`src/rtl/pu_wb_sram_arbiter.sv`:
```
// Weight-buffer SRAM arbiter: NUM_CH lanes x {idx, unique, rep} requesters
// share one SRAM read port, with round-robin or fixed-priority grant selection.
`ifndef WEIGHT_SRAM_LEN
`define WEIGHT_SRAM_LEN 64
`endif

module pu_wb_sram_arbiter #(
  parameter int NUM_CH = 4,
  parameter int WORD_W = `WEIGHT_SRAM_LEN,
  parameter int ADDR_W = 32,
  localparam int NR = 3 * NUM_CH
) (
  input  logic                 clock,
  input  logic                 reset,
  input  logic                 rr_en,
  input  logic                 flush,
  input  logic [ADDR_W-1:0]    ch_stride,
  input  logic [ADDR_W-1:0]    idx_start,
  input  logic [ADDR_W-1:0]    unique_start,
  input  logic [ADDR_W-1:0]    rep_start,
  input  logic [NR-1:0]        req_read,
  input  logic [NR*ADDR_W-1:0] word_counter,
  output logic [NR-1:0]        word_ready,
  output logic [WORD_W-1:0]    word_data,
  output logic                 SRAM_read,
  output logic [ADDR_W-1:0]    SRAM_address,
  input  logic                 SRAM_ready,
  input  logic [WORD_W-1:0]    SRAM_in,
  output logic                 busy
);

  localparam int GW = (NR > 1) ? $clog2(NR) : 1;

  typedef enum logic [1:0] {ST_IDLE, ST_WAIT, ST_DONE} state_t;

  state_t            state;
  logic [GW-1:0]     grant;
  logic [GW-1:0]     last_grant;
  logic              grant_found;
  logic [GW-1:0]     grant_sel;
  logic [ADDR_W-1:0] addr_sel;
  logic [ADDR_W-1:0] ch_off;

  // Round-robin scans upward from last_grant+1; fixed priority scans from 0.
  always_comb begin
    int idx;
    idx         = 0;
    grant_found = 1'b0;
    grant_sel   = '0;
    for (int off = 1; off <= NR; off++) begin
      idx = rr_en ? ((int'(last_grant) + off) % NR) : (off - 1);
      if (!grant_found && req_read[idx]) begin
        grant_found = 1'b1;
        grant_sel   = GW'(idx);
      end
    end
  end

  // Region base by requester type, plus lane offset and word offset (mod 2^ADDR_W).
  always_comb begin
    addr_sel = '0;
    ch_off   = '0;
    for (int r = 0; r < NR; r++) begin
      if (grant_sel == GW'(r)) begin
        ch_off = ADDR_W'(r / 3) * ch_stride;
        case (r % 3)
          0:       addr_sel = idx_start    + ch_off + word_counter[r*ADDR_W +: ADDR_W];
          1:       addr_sel = unique_start + ch_off + word_counter[r*ADDR_W +: ADDR_W];
          default: addr_sel = rep_start    + ch_off + word_counter[r*ADDR_W +: ADDR_W];
        endcase
      end
    end
  end

  always_ff @(posedge clock) begin
    if (reset) begin
      state        <= ST_IDLE;
      grant        <= '0;
      last_grant   <= GW'(NR - 1);
      SRAM_read    <= 1'b0;
      SRAM_address <= '0;
      word_ready   <= '0;
      word_data    <= '0;
      busy         <= 1'b0;
    end else if (flush) begin
      // Abort: last_grant and word_data deliberately untouched.
      state      <= ST_IDLE;
      SRAM_read  <= 1'b0;
      word_ready <= '0;
      busy       <= 1'b0;
    end else begin
      case (state)
        ST_IDLE: begin
          if (grant_found) begin
            grant        <= grant_sel;
            SRAM_address <= addr_sel;
            SRAM_read    <= 1'b1;
            busy         <= 1'b1;
            state        <= ST_WAIT;
          end
        end
        ST_WAIT: begin
          if (SRAM_ready) begin
            word_data  <= SRAM_in;
            SRAM_read  <= 1'b0;
            word_ready <= NR'(1) << grant;
            state      <= ST_DONE;
          end
        end
        ST_DONE: begin
          word_ready <= '0;
          last_grant <= grant;
          busy       <= 1'b0;
          state      <= ST_IDLE;
        end
        default: begin
          state     <= ST_IDLE;
          SRAM_read <= 1'b0;
          busy      <= 1'b0;
        end
      endcase
    end
  end

endmodule

```
`config.mk`:
```
export PLATFORM = sky130hd
export DESIGN_NAME = pu_wb_sram_arbiter
export DESIGN_NICKNAME = d
export VERILOG_FILES = /design/src/rtl/pu_wb_sram_arbiter.sv
export SDC_FILE = /design/constraint.sdc
export NUM_CORES = 2
export LEC_CHECK = 0
export CAP_MARGIN = 10
export CORE_UTILIZATION = 35
export DETAILED_ROUTE_END_ITERATION = 16
export GPL_ROUTABILITY_DRIVEN = 0
export PLACE_DENSITY = 0.59
export SETUP_SLACK_MARGIN = 0.3
export SYNTH_ARGS = -nofsm -noshare
export SYNTH_HDL_FRONTEND = slang
export SYNTH_SLANG_ARGS = --single-unit
```
`constraint.sdc`:
```
create_clock -name clock -period 13.15 [get_ports clock]
set_clock_uncertainty 0.2 [all_clocks]
set_input_delay 2.63 -clock clock [delete_from_list [all_inputs] [get_ports clock]]
set_output_delay 2.63 -clock clock [all_outputs]
set_load 0.005 [all_outputs]
```
After elaboration in Yosys (flattened, before gate mapping)
Index checks and enable logic that the tools add are counted.

word-level totals
  output and inout bits = 110
  bits in registers = 120
  bits of input ports = 593

cells by class
  bitwise logic cells = 3
  order comparisons = 12
  multiply operators = 1
  equal/unequal tests = 15
  reductions and logical operators = 33
  divide/modulo/power cells = 12
  muxes and demuxes = 93
  shifts and indexed selects = 1
  add/subtract/negate cells = 33

operator list
  operator               count
  $mux 32                24
  $add 32x32->32         21
  $lt 32x6->1 const B    12
  $mod 32x5->32 const B  12
  $bmux 1 s4             12
  $mux 4                 12
  $mux 1                 38
  $mul 2x32->32 const A  1
  $add 4x4->5 const B    5
  $pmux 12 s2            1
  $add 4x3->5 const B    4
  $eq 4x3->1 const B     4
  $eq 4x4->1 const B     4
  $mux 12                1
  $shl 1x4->12 const A   1
  $logic_and 1x1->1      11
  $logic_not 1->1        11
  $add 4x2->5 const B    2
  $reduce_and 3->1       3
  $eq 4x2->1 const B     2
  $reduce_and 2->1       4
  $add 4x1->5 const B    1
  $eq 4x1->1 const B     1
  $logic_not 4->1        1
  11 further kinds       15

Logic depth before layout (Yosys ltp)
  depth after elaboration = 53
  depth in mapped cells = 30
  mapped depth without buffers = 30

Worst setup path before layout
Ideal clock, no wire load.

  path type = input to register
  from = in ch_stride[1]
  to = reg SRAM_address[31]
  arrival = 8.649 ns
  stages on the path = 27
  setup time = 0.086 ns
  path slack = 4.215 ns
  cells stage by stage = ha_1 a21o_1 a21oi_1 o21bai_1 a21oi_1 o21bai_1 a21oi_1 o21bai_1 a2111oi_0 o21ai_0 a31oi_1 xor2_1 fa_1 inv_1 ha_1 a21o_1 a211oi_1 and4_1 o211ai_1 a21boi_0 nor2_1 o311a_1 a311oi_1 xnor2_1 o221ai_1 o31ai_1 a211oi_1

on the way
  cells in the longest elaborated chain, start to end = 11
  elaborated cells on any way between the ends = 28
  those cells by class = 18 x add/sub; 1 x mul; 9 x mux

ends and longest elaborated chain
  item                                                    line  RTL
  start, declared                                         17    input logic [ADDR_W-1:0] ch_stride,
  branches (longest 10 deep; another with $mul 2x32->32)  n/a
  $mux 32 (*)                                             64    if (grant_sel == GW'(r)) begin
  end signal, assigned                                    96    SRAM_address <= addr_sel;
  end, declared                                           26    output logic [ADDR_W-1:0] SRAM_address,

Every way passes the cells marked *.
A chain may end at the register's enable or synchronous reset.

Worst setup path in the final report
  from = in ch_stride[2]
  to = reg SRAM_address[31]

Same word-level chain as after synthesis.

==> results by group <==
CTS
  • Worst skew pair latency: 0.48 ns
  • H-tree levels: 4
  • Buffer depth of the longest clock path: 2
  • Worst-path clk slew: 0.07 ns
  • Clk sink count: 120
  • Post-CTS Hold Fix Bufs: 0
  • CTS tree: yes
  • Clock Tree Root: clkbuf_16
  • PostCTS Resize Cnt: 0
  • CTS buffer count: 17
  • Post CTS Setup Buffer Count: 0

Yosys
  • Syn. warnings: 0
  • Synth area leader: fa_1
  • Synth Instances: 4648
  • Synth Cell Area: 0.03574 mm^2
  • FF+latch count, synth: 120
  • Yosys top cell area share: 16.19%
  • Register area share after synthesis: 6.721%
  • Top_reg_cell synth: dfxtp_1
  • Top cells by area, synth: fa_1 (16%), ha_1 (15%), dfxtp_1 (6.7%), a21oi_1 (5.8%), inv_1 (5.4%)
  • Syn avg cell area: 7.690 um^2
  • Yosys cell types: slightly above 100
  • Synth async-reset ratio: 0%
  • Syn_nets: a little under 6000
  • Post-synth EDFFs: 0

Worst setup path
  • Critical path's largest stage delay: 0.91 ns
  • CP max stage cell: clkdlybuf4s50_1
  • FF-to-FF path depth: 19
  • Worst setup SP type: primary input
  • CP max FO: 9
  • Worst Setup End Kind: flip-flop
  • Worst Path Arrival: 10.57 ns
  • R2R Path End: SRAM_address[17]
  • Crit Path Class: primary input to flip-flop
  • Worst R2R Setup Slack: just under 5 ns
  • CP required: 13.33 ns
  • Buf/Inv on CP: 4
  • Delay-heaviest family, CP: compound AO/OA/AOI/OAI gates
  • FF-to-FF Start: last_grant[2]

Route
  • TritonRoute pass-1 iters: 6
  • Drt total wl: 186.3 mm
  • DR vias/cell: 5.951
  • DR WL/cell: 27.87 um
  • Via count: 39780
  • DRT iter0 DRCs: 4695
  • # DRC: 0
  • Routed Antenna Nets: 0

Floorplan
  • Area of the core: 0.1006 mm^2
  • Initial Util: a little over a third
  • I/O Pins: 703
  • Die area: 0.1034 mm^2
  • DIE WIDTH: 321.6 um
  • Cell row count: 116
  • Die height: 321.6 um

Layout
  • Post-layout instance area: 0.04509 mm^2
  • Layout cell share with drive strength beyond 1: 3.887%
  • Fin nets: 6618
  • Fillers: about 10000
  • Area grow syn2layout: 26.15%
  • Register area: 0.002402 mm^2
  • Area of the multi-input gates: roughly 0.031 mm^2

Timing
  • Final setup vio count: 0
  • Total negative slack: 0 ns
  • Final setup margin: ~2.8 ns
  • Max Clk Rate: ~96 MHz
  • Crit share post-route: 78.99%
  • Worst Tran Pin Value: around 1.3 ns
  • Final hold vios: 0
  • Fin crit period: 10.39 ns
  • Final Max Tran Viols: 0
  • RSZ-0062 raised after global routing: false
  • Slew margin rel.: between 10 and 15%

Global routing
  • Total GRT Usage: 34.85%
  • Number of global-route vias before repair: 37950
  • Largest net degree at the start of global routing: 77
  • Initial antenna violation count: 8
  • Congestion Overflow GR: 0
  • Global-route wire length before repair: 262.0 mm

Place
  • HPWL Detailed: between 150 and 200 mm
  • Cell Area, Placed: 0.04450 mm^2
  • Port bufs: about 700
  • Dpl ws: between 2 and 2.5 ns

Flow run
  • Max-Cap Viols: 0

Power
  • Comb power frac: 79.9%
  • Clock power frac: 11.0%
  • Max IR drop VDD: 0.1038 mV
  • Leak: 19.44 nW
  • Pint: 2.127 mW
  • Seq pwr share: around 9%
  • Switching fraction of total power: a little over half
  • Power per cell area: 101.9 mW/mm^2
  • Sw Pwr: 2.469 mW

Hold path
  • Hold Startpoint: word_data[41]
  • Min-Delay Path Depth: 2
  • Min-Delay Endpoint: word_data[41]
  • Hold crit path type: flip-flop to flip-flop

Run status
  • Status: completed
[layer usage]
layer	track usage (%)	wire (um)	vias to the layer above
met5	0	37	-
met4	19.15	12190	6
met3	6.992	19320	457
met2	54.71	81700	2307
met1	44.60	73080	18990
li1	-	-	18020
[worst reg2reg max path, cell delays in order (launching register included)]
cell      delay [ns]
dfxtp_1         0.65
inv_1           0.26
ha_1            0.25
a21oi_1         0.35
xnor2_1         0.22
nor2b_1         0.18
ha_1            0.21
a211oi_1        0.53
nor2_1          0.16
a32oi_1         0.39
nand2_1         0.16
mux2i_1         0.39
or4_1           0.36
nor2_2          0.15
a311oi_1        0.61
and2_2          0.82
buf_4           0.53
nand3_1         0.83
o221ai_1        0.76
a211o_1         0.25
[state kept, by name, indices dropped and copies added, names as in the netlist]
name,cells
grant,4
last_grant,4
SRAM_read,1
word_data,64
state,2
SRAM_address,32
word_ready,12
busy,1
[through the flow]
step	std cells	hold WS, ns	total power [mW]	utilization (%)
4_1_cts	6681	0.2552	4.496	44.82
5_1_grt	6685	0.2719	4.878	44.83
6_report	6685	0.2532	4.596	44.83
3_3_place_gp	6648	0.2414	3.941	44.24
3_5_place_dp	6649	0.2464	3.961	44.24
2_1_floorplan	4648	0.2425	2.729	-
[synthesized netlist by cell type (34+ instances only)]
cell / number
a211oi_1: 92
a21o_1: 125
a21oi_1: 413
a31oi_1: 54
and3_1: 46
clkbuf_1: 80
dfxtp_1: 120
fa_1: 289
ha_1: 424
inv_1: 512
mux2i_1: 41
nand2_1: 373
nand2b_1: 68
nand3_1: 113
nor2_1: 312
nor2b_1: 53
nor3_1: 107
o211ai_1: 47
o21a_1: 80
o21ai_0: 250
o21bai_1: 42
o31ai_1: 34
or3_1: 47
xnor2_1: 208
xor2_1: 133
[power groups by stage]
stage | Clock, mW | Combinational, mW | Sequential [mW]
6_report | 0.506 | 3.67 | 0.416
5_1_grt | 0.525 | 3.94 | 0.417
4_1_cts | 0.516 | 3.57 | 0.413
3_5_place_dp | 0 | 3.54 | 0.422
3_3_place_gp | 0 | 3.52 | 0.422
2_1_floorplan | 0 | 2.32 | 0.407
[cell type report]
type                    instances  share of cell area [%]
multi-input cells            3889                   68.62
diodes                          3                 0.01665
inverters                     512                   4.262
flip-flops and latches        120                   5.328
clock inverters                15                  0.3358
well taps                    1357                   3.765
clock buffers                  17                  0.9434
repair buffers                772                   16.73
[cell families after synthesis]
kind of cell             count (synthesis)  share of synthesized area (%)
adder cells (fa/ha/maj)                713                          31.03
AND/OR/NAND/NOR                       1300                          17.66
XOR/XNOR                               344                          8.492
flip-flops                             120                          6.721
multiplexers                            55                          1.810
buffers and inverters                  639                          6.966
AO/OA/AOI/OAI                         1477                          27.32
[placed cells by master, fill, tap and decap left out, drive strengths merged, types with 30 or more instances in the layout]
cell type	n
o21bai	42
o31ai	34
inv	522
ha	424
and3	46
xnor2	210
xor2	134
buf	71
a211oi	94
nand2	375
o21a	80
o22ai	33
nand2b	68
dfxtp	120
nand3	114
clkdlybuf4s50	701
a21oi	414
mux2i	41
a31oi	55
o21ai	264
nor3	110
a21o	125
or2	30
o211ai	47
nor2b	53
fa	289
or3	47
nor2	315
[how the worst max path moves through the flow]
stage	slack, ns	from	depth (start not counted)	end
after floorplan	4.21	ch_stride[1]	27	SRAM_address[31]
after global placement	2.47	rr_en	13	SRAM_address[17]
after detailed placement	2.39	ch_stride[2]	30	SRAM_address[31]
after CTS	2.87	ch_stride[2]	30	SRAM_address[31]
after global routing	2.27	ch_stride[2]	30	SRAM_address[31]
final	2.76	ch_stride[2]	30	SRAM_address[31]
No activity file was read; power rests on OpenSTA's default activity.
